File: src/rtl/load_store_unit.sv
`default_nettype none
// ============================================================================
// Module      : load_store_unit
// Description : RV32I byte/half/word loads and stores onto a word-wide memory.
//               Sub-word stores use read-modify-write. Optional macro
//               LSU_MISALIGN_TRAP_EN makes misaligned accesses fault.
// Revision    : 1.0 - initial release
// ============================================================================
module load_store_unit #(
    parameter int ADDR_W = 32
) (
    input  logic              clk,
    input  logic              rst,
    input  logic              req,
    input  logic              store,
    input  logic [2:0]        funct3,
    input  logic [ADDR_W-1:0] addr,
    input  logic [31:0]       wdata,
    output logic              ready,
    output logic              done,
    output logic              fault,
    output logic [31:0]       rdata,
    output logic [31:0]       mem_a,
    output logic              mem_we,
    output logic [31:0]       mem_wd,
    input  logic [31:0]       mem_rd
);

    typedef enum logic [1:0] {
        S_IDLE   = 2'd0,
        S_RMW_WR = 2'd1,
        S_RESP   = 2'd2,
        S_FAULT  = 2'd3
    } state_t;

    state_t            r_state;
    logic [ADDR_W-1:0] r_addr;
    logic              r_half;
    logic [15:0]       r_wdata;
    logic [31:0]       r_merge;
    logic [31:0]       r_rdata;

    logic              w_is_byte;
    logic              w_is_half;
    logic              w_is_word;
    logic              w_legal;
    logic              w_misalign;
    logic              w_fault;
    logic [1:0]        w_off;
    logic              w_accept;
    logic              w_sw;
    logic [7:0]        w_byte;
    logic [15:0]       w_hword;
    logic [31:0]       w_load;
    logic [31:0]       w_merged;
    logic [ADDR_W-1:0] w_mem_addr;

    assign w_is_byte  = (funct3[1:0] == 2'b00);
    assign w_is_half  = (funct3[1:0] == 2'b01);
    assign w_is_word  = (funct3[1:0] == 2'b10);
    assign w_legal    = store ? (!funct3[2] && (funct3[1:0] != 2'b11))
                              : ((funct3[1:0] != 2'b11) && !(funct3[2] && funct3[1]));
    assign w_misalign = (w_is_half && addr[0]) || (w_is_word && (addr[1:0] != 2'b00));

`ifdef LSU_MISALIGN_TRAP_EN
    assign w_fault = !w_legal || w_misalign;
`else
    assign w_fault = !w_legal;
`endif

    // Effective lane offset; in the non-trapping build misaligned bits are dropped.
    assign w_off = w_is_word ? 2'b00 :
                   w_is_half ? {addr[1], 1'b0} : addr[1:0];

    assign w_accept = (r_state == S_IDLE) && req;
    assign w_sw     = store && w_is_word && !w_fault;

    always_comb begin
        w_byte = 8'h00;
        case (w_off)
            2'b00: w_byte = mem_rd[7:0];
            2'b01: w_byte = mem_rd[15:8];
            2'b10: w_byte = mem_rd[23:16];
            2'b11: w_byte = mem_rd[31:24];
            default: w_byte = 8'h00;
        endcase
    end

    assign w_hword = w_off[1] ? mem_rd[31:16] : mem_rd[15:0];

    always_comb begin
        w_load = mem_rd;
        case (funct3)
            3'b000:  w_load = {{24{w_byte[7]}}, w_byte};
            3'b001:  w_load = {{16{w_hword[15]}}, w_hword};
            3'b100:  w_load = {24'h000000, w_byte};
            3'b101:  w_load = {16'h0000, w_hword};
            default: w_load = mem_rd;
        endcase
    end

    always_comb begin
        w_merged = r_merge;
        if (r_half) begin
            w_merged[{r_addr[1], 4'b0000} +: 16] = r_wdata;
        end else begin
            w_merged[{r_addr[1:0], 3'b000} +: 8] = r_wdata[7:0];
        end
    end

    assign w_mem_addr = (r_state == S_IDLE) ? addr : r_addr;
    assign mem_a      = 32'({w_mem_addr[ADDR_W-1:2], 2'b00});
    assign mem_we     = (r_state == S_RMW_WR) || (w_accept && w_sw);
    assign mem_wd     = (r_state == S_RMW_WR) ? w_merged : wdata;

    assign ready = (r_state == S_IDLE);
    assign done  = (r_state == S_RESP) || (r_state == S_FAULT);
    assign fault = (r_state == S_FAULT);
    assign rdata = r_rdata;

    always_ff @(posedge clk or posedge rst) begin
        if (rst) begin
            r_state <= S_IDLE;
            r_addr  <= '0;
            r_half  <= 1'b0;
            r_wdata <= 16'h0000;
            r_merge <= 32'h0000_0000;
            r_rdata <= 32'h0000_0000;
        end else begin
            case (r_state)
                S_IDLE: begin
                    if (req) begin
                        // Low address bits are stored already aligned to the lane offset.
                        r_addr  <= {addr[ADDR_W-1:2], w_off};
                        r_half  <= w_is_half;
                        r_wdata <= wdata[15:0];
                        if (w_fault) begin
                            r_state <= S_FAULT;
                        end else if (store) begin
                            if (w_is_byte || w_is_half) begin
                                r_merge <= mem_rd;
                                r_state <= S_RMW_WR;
                            end else begin
                                r_state <= S_RESP;
                            end
                        end else begin
                            r_rdata <= w_load;
                            r_state <= S_RESP;
                        end
                    end
                end
                S_RMW_WR: r_state <= S_RESP;
                S_RESP:   r_state <= S_IDLE;
                S_FAULT:  r_state <= S_IDLE;
                default:  r_state <= S_IDLE;
            endcase
        end
    end

endmodule
`default_nettype wire

File: config.mk
export PLATFORM = sky130hd
export DESIGN_NAME = load_store_unit
export DESIGN_NICKNAME = d
export VERILOG_FILES = /design/src/rtl/load_store_unit.sv
export SDC_FILE = /design/constraint.sdc
export NUM_CORES = 1
export LEC_CHECK = 0
export BUFFER_PORTS_ARGS = -buffer_cell sky130_fd_sc_hd__buf_2
export CAP_MARGIN = 25
export CORE_MARGIN = 10
export CORE_UTILIZATION = 58
export CTS_BUF_LIST = sky130_fd_sc_hd__clkbuf_2
export CTS_CLUSTER_DIAMETER = 80
export DETAILED_ROUTE_END_ITERATION = 8
export PLACE_DENSITY = 0.91
export SYNTH_ARGS = -nofsm -noshare
export SYNTH_HDL_FRONTEND = slang
export SYNTH_SLANG_ARGS = --single-unit
File: constraint.sdc
create_clock -name clk -period 7.15 [get_ports clk]
set_input_delay 1.43 -clock clk [delete_from_list [all_inputs] [get_ports clk]]
set_output_delay 1.43 -clock clk [all_outputs]
set_load 0.02 [all_outputs]
==> run summary <==
Crit path launch type - flip-flop
Slew at the pin with the worst max-slew slack - 0.995 ns
Die Footprint - 15900 um^2
Internal cell power - 1.32 mW
I/O Pins - 203
Post-CTS Resized - 0
Setup Viol. Count Final - 0
RSZ-0062 raised after global routing - false
CTS Buf Count - 17
Finished Core Util - 0.704
Initial antenna violation count - 3
Final period utilization - 0.625
Critical Path Fanout Max - 8
Die width - 126 um
Post-Synthesis Cells - 706
Syn_area_per_cell - 9.24 um^2
CP required - 5.72 ns
Slew Viols, Final - 0
Effective utilization at floorplan - 0.596
Largest net degree at the start of global routing - 74
Top_reg_cell synth - dfrtp_1
Vias in the first global route - 6003
FP Rows - 38
Hold Path Class - reg2reg
TNS Setup - 0 ns
Critical path arrival - 3.04 ns
Post-Synth XOR/XNOR Area - 0
Clk sinks - 115
Seq pwr share - 0.434
Area grow syn2layout - 18.0%
Combinational share of power - 0.395
Commonest non-fill, non-tap cell in the layout - buf_2
Final instance area - 7700 um^2
Total setup buffers inserted after CTS - 0
Worst slew margin - 0.334
Synth Area in Compound Gates - 0.185
Via count - 6076
Sw Ratio - 0.420
Largest family of logic cells by synthesized area - compound AO/OA/AOI/OAI gates
Root Driver - clkbuf_2
Worst-Skew Late Latency - 0.68 ns
P per Cell Area - 296 nW/um^2
Core Area - 10900 um^2
Hold-fix buffers at CTS - 0
Max cap viols - 0
Adder-cell share of the synthesized area - 0.0113
Fin nets - 984
Post-route ant nets - 0
Initial DRC Count - 670
Mux contribution to synthesized area - 0.147
Tmin final - 4.47 ns
F_max - 224 MHz
Placer congestion estimate - 0.947
EDFF count, synth - 0
DP HPWL - 14.8 mm
Grt total ovfl - 0
Net switching power - 957 uW
Synth Warn # - 0
Avg WL per Cell - 19.4 um
DRC - 0
Design Power - 2.28 mW
Commonest non-fill, non-tap cells in the layout - 200 x buf_2, 184 x nand2_1, 115 x dfrtp_1
Vias per cell - 5.89
H-Tree Depth - 4
Fraction of registers with async set/reset - 1.00
DIE HEIGHT - 126 um
Port Buffers - 200
VDD IR max - 206 uV
Yosys reg bits - 115
Status - complete, no violations
Mapped Area - 6520 um^2
Clock Power Share - 0.172
Leakage - 3.88 nW
Yosys cell types - 47
Clk buf depth - 2
Fillcell total - 857
Tot GR Track Use - 0.240
Final Hold Viols - 0
CP Class - reg2out
Simple-gate portion of the synthesized area - 0.163
Clock slew at reported path FFs - 0.17 ns
Placed instance area - 7490 um^2
Routed WL - 20.0 mm
CP Capture Type - output port
Total iterations of the first detailed-routing run - 6
Fraction of layout cells with a size suffix above 1 - 0.341
Seq/Total Area, Yosys - 0.441
Clk_skew - 0.0318 ns
CTS tree - done
First-pass GRT wire length - 31.5 mm
-- cells in the mapped netlist (2+ instances only) --
cell type / n / area share
buf_4: 7 / 0.0081
nor3_2: 3 / 0.0046
a211oi_1: 24 / 0.028
a31oi_1: 22 / 0.021
ha_1: 5 / 0.0096
dfrtp_1: 115 / 0.44
mux2i_1: 33 / 0.051
nor2b_1: 7 / 0.0067
a31o_2: 2 / 0.0027
a21o_1: 23 / 0.026
a221oi_1: 23 / 0.031
nor2_1: 46 / 0.026
nand2b_1: 4 / 0.0038
a31oi_2: 3 / 0.0058
nor3b_1: 2 / 0.0023
nand2_1: 184 / 0.11
nand4_1: 2 / 0.0019
buf_1: 6 / 0.0035
and2_1: 2 / 0.0019
buf_6: 3 / 0.0052
clkbuf_1: 20 / 0.012
buf_2: 18 / 0.014
o21ai_0: 27 / 0.021
o221ai_1: 2 / 0.0027
a21oi_1: 21 / 0.016
a22oi_1: 15 / 0.017
mux2_1: 11 / 0.019
mux2_2: 45 / 0.078
inv_1: 13 / 0.0075
-- state kept, by name (all words and copies together) (netlist names) --
register,flops
r_addr,32
r_merge,32
rdata,32
r_wdata,16
r_state,2
r_half,1
-- metal layers --
| metal | vias to the layer above | wire length [um] | share of wire | track usage |
|---|---|---|---|---|
| met1 | 2900 | 7570 | 0.38 | 0.284 |
| li1 | 2817 | - | - | - |
| met3 | 40 | 2080 | 0.10 | 0.0906 |
| met4 | 0 | 398 | 0.020 | 0.0676 |
| met2 | 319 | 9970 | 0.50 | 0.398 |
| met5 | - | 0 | 0 | 0 |
-- worst max-delay path, cell delays in order (launching register included) --
cell	delay (ns)
dfrtp_1	0.47
inv_1	0.18
ha_1	0.43
nand2_1	0.09
nor3_2	0.44
a221oi_1	0.16
a211oi_1	0.33
a21o_1	0.12
buf_2	0.16
-- worst paths after layout --
kind | from | end | slack [ns] | cells past startpoint
min | r_addr[20] | r_addr[20] | 0.50 | 2
max reg2reg | r_state[0] | r_merge[4] | 3.36 | 4
max in group asynchronous | rst | r_addr[9] | 5.05 | 3
max | r_addr[0] | mem_wd[19] | 2.68 | 8
min reg2reg | r_addr[20] | r_addr[20] | 0.50 | 2
min in group asynchronous | rst | rdata[3] | 0.77 | 2
-- power groups by stage --
stage,clock network (mW),logic (mW),registers [mW]
2_1_floorplan,0,0.572,1.02
3_3_place_gp,0,0.867,0.989
4_1_cts,0.393,0.903,0.984
6_report,0.391,0.899,0.988
5_1_grt,0.426,0.984,1.01
3_5_place_dp,0,0.901,0.998
-- per-stage QoR --
step           hold WS [ns]  cells  setup WS, ns
2_1_floorplan         0.442    707          2.68
3_3_place_gp          0.453    996          2.91
3_5_place_dp          0.463    997          2.90
4_1_cts               0.504   1029          2.71
5_1_grt               0.520   1030          2.37
6_report              0.498   1031          2.68
-- area by class of cell --
type	count	area (um^2)	area share
diodes	2	5.00	0.000650
clock buffers	19	95.1	0.0124
clock inverters	13	111	0.0145
inverters	15	58.8	0.00764
multi-input cells	522	3320	0.432
flip-flops and latches	115	2880	0.374
well taps	140	175	0.0228
repair buffers	205	1050	0.137
-- logic make-up after synthesis --
kind of cell / count (synthesis)
AOI/OAI and AO/OA: 169
adders and majority gates: 6
buffers and inverters: 70
DFF: 115
muxes: 89
other: 1
and+or+nand+nor: 256
Note: power is estimated with default switching activity, not from simulation.
